File: src/rtl/display_pkg.sv
// Shared definitions for the display scan controller: anode polarity default,
// slot-length helper and the nibble type used to build display words.
package display_pkg;

  localparam bit AnodeLowDefault = 1'b1;

  typedef logic [3:0] nibble_t;

  // Clock cycles spent on each digit so that all digits refresh at frame_hz.
  function automatic int unsigned slot_cycles(input int unsigned clk_hz,
                                              input int unsigned frame_hz,
                                              input int unsigned num_digits);
    return clk_hz / (frame_hz * num_digits);
  endfunction

endpackage

File: src/rtl/scan_timer.sv
// Slot and digit-index counters for the display scan; flags the last cycle of a
// frame and the guard window at the start of every slot.
module scan_timer
  import display_pkg::*;
#(
  parameter int unsigned NumDigits   = 8,
  parameter int unsigned ClkHz       = 100_000_000,
  parameter int unsigned FrameHz     = 1000,
  parameter int unsigned GuardCycles = 4
) (
  input  logic                         clk_i,
  input  logic                         rst_i,
  output logic                         frame_end_o,
  output logic                         guard_o,
  output logic [$clog2(NumDigits)-1:0] idx_o
);

  localparam int unsigned Slot = slot_cycles(ClkHz, FrameHz, NumDigits);
  localparam int unsigned CntW = (Slot > 1) ? $clog2(Slot) : 1;
  localparam int unsigned IdxW = $clog2(NumDigits);

  localparam logic [CntW-1:0] SlotLast = CntW'(Slot - 1);
  localparam logic [CntW-1:0] GuardCnt = CntW'(GuardCycles);
  localparam logic [IdxW-1:0] IdxLast  = IdxW'(NumDigits - 1);

  logic [CntW-1:0] slot_cnt_q, slot_cnt_d;
  logic [IdxW-1:0] idx_q, idx_d;
  logic            tick;

  assign tick = (slot_cnt_q == SlotLast);

  always_comb begin
    slot_cnt_d = tick ? '0 : slot_cnt_q + CntW'(1);
    idx_d      = idx_q;
    // Explicit wrap so non-power-of-two digit counts work.
    if (tick) begin
      idx_d = (idx_q == IdxLast) ? '0 : idx_q + IdxW'(1);
    end
  end

  always_ff @(posedge clk_i or posedge rst_i) begin
    if (rst_i) begin
      slot_cnt_q <= '0;
      idx_q      <= '0;
    end else begin
      slot_cnt_q <= slot_cnt_d;
      idx_q      <= idx_d;
    end
  end

  assign frame_end_o = tick && (idx_q == IdxLast);
  assign guard_o     = (slot_cnt_q < GuardCnt);
  assign idx_o       = idx_q;

endmodule

File: src/rtl/display_scan_ctrl.sv
// Time-multiplexed 7-segment scan controller: double-buffered display word committed
// only at frame boundaries, leading-zero blanking and an anode guard interval.
module display_scan_ctrl
  import display_pkg::*;
#(
  parameter int unsigned NUM_DIGITS   = 8,
  parameter int unsigned CLK_HZ       = 100_000_000,
  parameter int unsigned FRAME_HZ     = 1000,
  parameter int unsigned GUARD_CYCLES = 4,
  parameter bit          ANODE_LOW    = AnodeLowDefault
) (
  input  logic                          clk,
  input  logic                          rst,
  input  logic                          load,
  input  logic [4*NUM_DIGITS-1:0]       value_in,
  input  logic [NUM_DIGITS-1:0]         digit_mask,
  input  logic                          lz_blank,
  output logic [3:0]                    bcd,
  output logic                          enable,
  output logic [NUM_DIGITS-1:0]         anode,
  output logic [$clog2(NUM_DIGITS)-1:0] digit_idx,
  output logic                          load_ack
);

  localparam int unsigned IdxW = $clog2(NUM_DIGITS);
  localparam logic [NUM_DIGITS-1:0] AnodeOff = ANODE_LOW ? '1 : '0;

  logic            frame_end;
  logic            in_guard;
  logic [IdxW-1:0] idx;

  scan_timer #(
    .NumDigits  (NUM_DIGITS),
    .ClkHz      (CLK_HZ),
    .FrameHz    (FRAME_HZ),
    .GuardCycles(GUARD_CYCLES)
  ) u_scan_timer (
    .clk_i      (clk),
    .rst_i      (rst),
    .frame_end_o(frame_end),
    .guard_o    (in_guard),
    .idx_o      (idx)
  );

  // Load buffer: shadow collects requests, active is what gets scanned.
  nibble_t [NUM_DIGITS-1:0] shadow_q, shadow_d;
  nibble_t [NUM_DIGITS-1:0] active_q, active_d;
  logic [NUM_DIGITS-1:0]    shadow_mask_q, shadow_mask_d;
  logic [NUM_DIGITS-1:0]    mask_q, mask_d;
  logic                     pending_q, pending_d;
  logic                     commit;

  assign commit = frame_end && (pending_q || load);

  always_comb begin
    shadow_d      = shadow_q;
    shadow_mask_d = shadow_mask_q;
    active_d      = active_q;
    mask_d        = mask_q;
    pending_d     = pending_q;
    if (load) begin
      shadow_d      = value_in;
      shadow_mask_d = digit_mask;
      pending_d     = 1'b1;
    end
    // A load landing on the frame boundary bypasses the shadow.
    if (commit) begin
      active_d  = load ? value_in : shadow_q;
      mask_d    = load ? digit_mask : shadow_mask_q;
      pending_d = 1'b0;
    end
  end

  always_ff @(posedge clk or posedge rst) begin
    if (rst) begin
      shadow_q      <= '0;
      shadow_mask_q <= '1;
      active_q      <= '0;
      mask_q        <= '1;
      pending_q     <= 1'b0;
    end else begin
      shadow_q      <= shadow_d;
      shadow_mask_q <= shadow_mask_d;
      active_q      <= active_d;
      mask_q        <= mask_d;
      pending_q     <= pending_d;
    end
  end

  // Output stage.
  logic [NUM_DIGITS-1:0] lz_vec;
  logic                  zero_above;
  logic                  lead_zero;
  logic [NUM_DIGITS-1:0] anode_sel;

  logic [3:0]            bcd_q, bcd_d;
  logic                  enable_q, enable_d;
  logic [NUM_DIGITS-1:0] anode_q, anode_d;
  logic [IdxW-1:0]       digit_idx_q, digit_idx_d;
  logic                  load_ack_q, load_ack_d;

  always_comb begin
    zero_above = 1'b1;
    lz_vec     = '0;
    // lz_vec[i] is set when nibble i and every nibble above it are zero.
    for (int i = NUM_DIGITS - 1; i >= 0; i--) begin
      zero_above = zero_above && (active_q[i] == 4'h0);
      lz_vec[i]  = zero_above;
    end
    lead_zero = lz_blank && (idx != '0) && lz_vec[idx];

    anode_sel = '0;
    if (!in_guard) begin
      anode_sel[idx] = 1'b1;
    end

    bcd_d       = active_q[idx];
    enable_d    = mask_q[idx] && !lead_zero;
    anode_d     = ANODE_LOW ? ~anode_sel : anode_sel;
    digit_idx_d = idx;
    load_ack_d  = commit;
  end

  always_ff @(posedge clk or posedge rst) begin
    if (rst) begin
      bcd_q       <= 4'h0;
      enable_q    <= 1'b0;
      anode_q     <= AnodeOff;
      digit_idx_q <= '0;
      load_ack_q  <= 1'b0;
    end else begin
      bcd_q       <= bcd_d;
      enable_q    <= enable_d;
      anode_q     <= anode_d;
      digit_idx_q <= digit_idx_d;
      load_ack_q  <= load_ack_d;
    end
  end

  assign bcd       = bcd_q;
  assign enable    = enable_q;
  assign anode     = anode_q;
  assign digit_idx = digit_idx_q;
  assign load_ack  = load_ack_q;

endmodule

File: config.mk
export PLATFORM = sky130hd
export DESIGN_NAME = display_scan_ctrl
export DESIGN_NICKNAME = d
export VERILOG_FILES = /design/src/rtl/display_pkg.sv /design/src/rtl/scan_timer.sv /design/src/rtl/display_scan_ctrl.sv
export SDC_FILE = /design/constraint.sdc
export NUM_CORES = 1
export LEC_CHECK = 0
export ABC_CLOCK_PERIOD_IN_PS = 3900
export CORE_ASPECT_RATIO = 1.2
export CORE_MARGIN = 2
export CORE_UTILIZATION = 50
export DETAILED_ROUTE_END_ITERATION = 16
export PLACE_DENSITY = 0.76
export SYNTH_ARGS = -nofsm -noshare
export SYNTH_HDL_FRONTEND = slang
export SYNTH_SLANG_ARGS = --single-unit
File: constraint.sdc
create_clock -name clk -period 3.9 [get_ports clk]
set_input_delay 0.78 -clock clk [delete_from_list [all_inputs] [get_ports clk]]
set_output_delay 0.78 -clock clk [all_outputs]
set_load 0.1 [all_outputs]
Word level (Yosys, flattened, before mapping)

Index checks and enable logic that the tools add are counted.

Register bits after elaboration: 115
Input bits: 44
Logic and storage cells: 74

Eq/ne operators: 2
Reduce and logical (&&, ||, !) cells: 25
Mux-type cells: 15
Bitwise logic cells: 1
$lt $le $gt $ge: 3
$add $sub $neg: 2

Operators by type and width:

| cell                                                              | count |
|---|---|
| zero test 4 bit                                                   | 8 |
| 2-to-1 mux 32 bit                                                 | 1 |
| 2-to-1 mux 8 bit                                                  | 2 |
| adder 14 x 1 -> 14 bit, second input constant                     | 1 |
| == test 14 bit, second input constant                             | 1 |
| less-than comparator 14 x 3 -> 1 bit, second input constant       | 1 |
| 2-to-1 mux 14 bit                                                 | 1 |
| logical AND 1 bit                                                 | 13 |
| binary-select mux 4 bit (select 3 bit)                            | 1 |
| inverter 8 bit                                                    | 1 |
| binary-select mux 1 bit (select 3 bit)                            | 2 |
| 2-to-1 mux 1 bit                                                  | 5 |
| less-than comparator 3 x 4 -> 1 bit, second input constant        | 1 |
| 2-to-1 mux 4 bit                                                  | 1 |
| adder 3 x 1 -> 3 bit, second input constant                       | 1 |
| demux 1 bit (select 3 bit)                                        | 1 |
| == test 3 bit, second input constant                              | 1 |
| greater-or-equal comparator 3 x 1 -> 1 bit, second input constant | 1 |
| 2-to-1 mux 3 bit                                                  | 1 |
| nonzero test 3 bit                                                | 1 |
| nonzero test 2 bit                                                | 1 |
| zero test 1 bit                                                   | 1 |
| logical OR 1 bit                                                  | 1 |

Depth between registers and ports, before layout

Word-level depth: 13
Mapped depth: 6
Mapped depth without buffers: 6

Modules after synthesis

From an unflattened synthesis, not the netlist that was laid out.

Cell total of the unflattened synthesis: 333
Area total of the unflattened synthesis: 5073.6 µm²

Modules (own cells, without submodules):

| module            | cells an instance | area an instance (µm²) | seq. area each (µm²) | instances |
|---|---|---|---|---|
| display_scan_ctrl | 253               | 4204.0                 | 2482.4               | 1 |
| scan_timer        | 80                | 869.6                  | 425.4                | 1 |

Worst setup path before layout

OpenSTA, ideal clock, no wires.

Path kind: register -> register
Start point: register u_scan_timer.slot_cnt_q[9]
End point: register active_q[0] (netlist name)
Period minus slack after synthesis: 2135 ps
Slack: 1765 ps
Cell stages (with the launch flop): 6
Setup time: 125 ps
Data arrival time: 2010 ps
Cells stage by stage: dfrtp_1 or4_4 nor4_4 nand3b_4 buf_6 mux2_4

Cells in the longest elaborated chain, start to end: 3

RTL lines:

| item                   | line                    | source |
|---|---|---|
| from (decl)            | scan_timer.sv:26        | `logic [CntW-1:0] slot_cnt_q, slot_cnt_d;` |
| from (signal assigned) | scan_timer.sv:46        | `slot_cnt_q <= slot_cnt_d;` |
| == test 14 bit         | scan_timer.sv:30        | `assign tick = (slot_cnt_q == SlotLast);` |
| logical AND 1 bit      | scan_timer.sv:51        | `assign frame_end_o = tick && (idx_q == IdxLast);` |
| logical AND 1 bit      | display_scan_ctrl.sv:53 | `assign commit = frame_end && (pending_q \|\| load);` |
| to (signal assigned)   | display_scan_ctrl.sv:84 | `active_q <= active_d;` |
| to (decl)              | display_scan_ctrl.sv:47 | `nibble_t [NUM_DIGITS-1:0] active_q, active_d;` |

No other way between the ends.
A chain may end at the register's enable or synchronous reset.

Final worst setup path

Start point: register anode_q[3], in the netlist anode[3]
End point: output port anode[3]

RTL lines:

| item                   | line                     | source |
|---|---|---|
| from (decl)            | display_scan_ctrl.sv:98  | `logic [NUM_DIGITS-1:0] anode_q, anode_d;` |
| from (signal assigned) | display_scan_ctrl.sv:128 | `anode_q <= AnodeOff;` |
| from (signal assigned) | display_scan_ctrl.sv:134 | `anode_q <= anode_d;` |
| to (decl)              | display_scan_ctrl.sv:20  | `output logic [NUM_DIGITS-1:0] anode,` |

No word-level cell between the ends.

==> out/results.ini <==
[outcome]
status=completed

[pwr]
p_seq_frac=0.395
p_clk_frac=0.560
power-per-cell-area_nw_per_um2=502
p_switching_mw=0.584
p_comb_frac=0.045
switching_share=0.184
leakagePower_nw=2.91
p_int_mw=2.59
ir_worst_vdd_mv=0.396

[yosys]
ys_types=36
yosysTopAreaCellShare=0.462
synth_area_per_cell_sq_um=15.0
synth_area_sq_um=4930
synth-seq-area-share=0.590
synth_edf_count=0
async_reset_ff_frac=1.00
syn_nets=376
synthFlopType=dfrtp_1
ys_seq_elements=115
yosys-top-cells-area=dfrtp_1, dfstp_2, mux2_4
post-synth-top-area-cell=dfrtp_1
synthCells=328
ys_warn_count=0

[sta]
period_minus_slack_ps=2830
finalCritPeriodShare=0.725
finalHoldViolations=0
finalMaxSlewViolations=0
rsz0062_at_grt=false
setup_viol=0
fin_skew_ps=10.7
fmax_mhz=354
slew_headroom=0.351
hold_slack_ps=498
tightest_slew_ps=970
tns_ps=0

[clocking]
clkLatencyLatePin_ps=410
cts_tree=done
htree_num_levels=4
cts.path.max_buffers=2
ctsResizeCount=0
cts_hold_buf=0
cts.clk_slew.worst_paths_ps=50
cts_setup_buffers=0
clock-sinks=115
numCtsBuffers=17
root_buffer=clkbuf_16

[floorplan]
start_util=0.515
die-area_sq_um=10700
row_count=39
fp.dieH_microns=113
die_w_microns=94.6
core_sq_um=9560
ios=61

[cells_and_area]
seqCellArea_sq_um=2910
fillers=703
fin_nets=444
diodes=0
mostFrequentLayoutCells=dfrtp_1, clkdlybuf4s50_1, mux2_2
syn2layout_area_growth_pct=28.2
multi_input_area_sq_um=1920
layout_commonest_cell=dfrtp_1
drive_gt1_frac=0.377

[route]
firstDrtPassIters=4
routed_via_density=5.30
wire_per_inst_microns=17.0
drt_iter0_markers=168
vias=2819
routed_wl_mm=9.07
drc=0
ant_nets=0

[critical_path]
cp-end-kind=primary output
cp.required_ps=3120
critPathTopFamily=buffers and inverters
path_buf_inv=1
critPathSlowestCell=clkdlybuf4s50_1
start_kind=flop
cp_cell_sequence=clkdlybuf4s50_1
slowest_delay_ps=1130
crit_type=reg -> out
crit_fanout=1
cp.arrival_ps=2050

[job]
maxCapViolCount=0

[place]
hpwl_mm=5.91
port-buffer-count=60
routabilityCongestion=0.834

[global_routing]
grt_usage=0.192
antenna_found_initial=0
grt_start_max_net_pins=100
grt_pass1_wl_mm=15.3
grt_overflow=0
grt_pass1_vias=3022

[worst_hold_path]
hold_class=reg -> reg

-- state kept, by name (all words and copies together) (netlist names) --
| register | flops |
|---|---|
| u_scan_timer.slot_cnt_q | 14 |
| enable | 1 |
| shadow_mask_q | 8 |
| anode | 8 |
| shadow_q | 32 |
| load_ack | 1 |
| bcd | 4 |
| digit_idx | 3 |
| u_scan_timer.idx_o | 3 |
| pending_q | 1 |
| active_q | 32 |
| mask_q | 8 |
-- synth_stat cells (2+ instances only) --
cell / number
nor2b_1: 4
and3_1: 2
mux2_2: 42
dfrtp_1: 91
xnor2_1: 7
buf_6: 4
xor2_1: 5
nor4_1: 8
o21ai_0: 4
a21oi_1: 4
a211oi_1: 2
ha_1: 4
mux4_2: 10
dfstp_2: 24
nand2_1: 24
buf_1: 5
clkbuf_1: 5
mux2_4: 39
nand3_1: 9
inv_1: 5
nor2_1: 14
nand4_1: 2
-- cell type report --
cell class	instances	share of cell area
inverters	5	0.00337
repair buffers	63	0.0998
clock inverters	9	0.0313
flip-flops and latches	115	0.460
well taps	123	0.0244
clock buffers	23	0.0773
multi-input cells	194	0.303
-- cells by family (layout without fill, tap and decap cells) --
kind of cell | Yosys count | in the layout | synth area share
flops | 115 | 115 | 0.590
mux | 92 | 92 | 0.263
simple gates | 73 | 73 | 0.0787
buf+inv | 19 | 100 | 0.0206
compound gates | 13 | 13 | 0.0163
xor+xnor | 12 | 12 | 0.0213
fa+ha+maj | 4 | 4 | 0.0102
-- final timing paths --
check | endpoint | slack, ps | cells after the start | from
worst min-delay path | shadow_q[3]$_DFF_PP0_ | 500 | 1 | shadow_q[3]$_DFF_PP0_
worst max-delay path | anode[3] | 1070 | 1 | anode[3]$_DFF_PP1_
worst min register to register | shadow_q[3]$_DFF_PP0_ | 500 | 1 | shadow_q[3]$_DFF_PP0_
max in group asynchronous | shadow_mask_q[1]$_DFF_PP1_ | 2470 | 3 | rst
min in group asynchronous | shadow_q[10]$_DFF_PP0_ | 650 | 2 | rst
worst max register to register | active_q[12]$_DFFE_PP0P_ | 1120 | 5 | u_scan_timer.slot_cnt_q[9]$_DFF_PP0_
-- power by group through the flow --
stage          logic, mW  clock network (mW)  registers [mW]
2_1_floorplan     0.0784                   0            1.27
4_1_cts            0.146                1.81            1.25
6_report           0.142                1.77            1.25
3_5_place_dp       0.144                   0            1.27
5_1_grt            0.156                1.86            1.26
3_3_place_gp       0.142                   0            1.27
-- routing by layer --
layer	share of wire	vias up	track usage
met5	0	-	0
met4	0.020	0	0.0850
met1	0.45	1417	0.258
li1	-	1304	-
met3	0.046	14	0.0586
met2	0.49	84	0.288
-- through the flow --
stage | setup slack [ps] | instance area, sq um | std cells | total power, mW | utilization
final | 1070 | 6320 | 532 | 3.17 | 0.660
after global routing | 970 | 6320 | 532 | 3.27 | 0.660
after floorplan | 116 | 4930 | 328 | 1.35 | -
after detailed placement | 1120 | 5630 | 500 | 1.42 | 0.589
after CTS | 1030 | 6320 | 532 | 3.21 | 0.660
after global placement | 1180 | 5630 | 500 | 1.41 | 0.589
(Power assumes the default switching activity.)
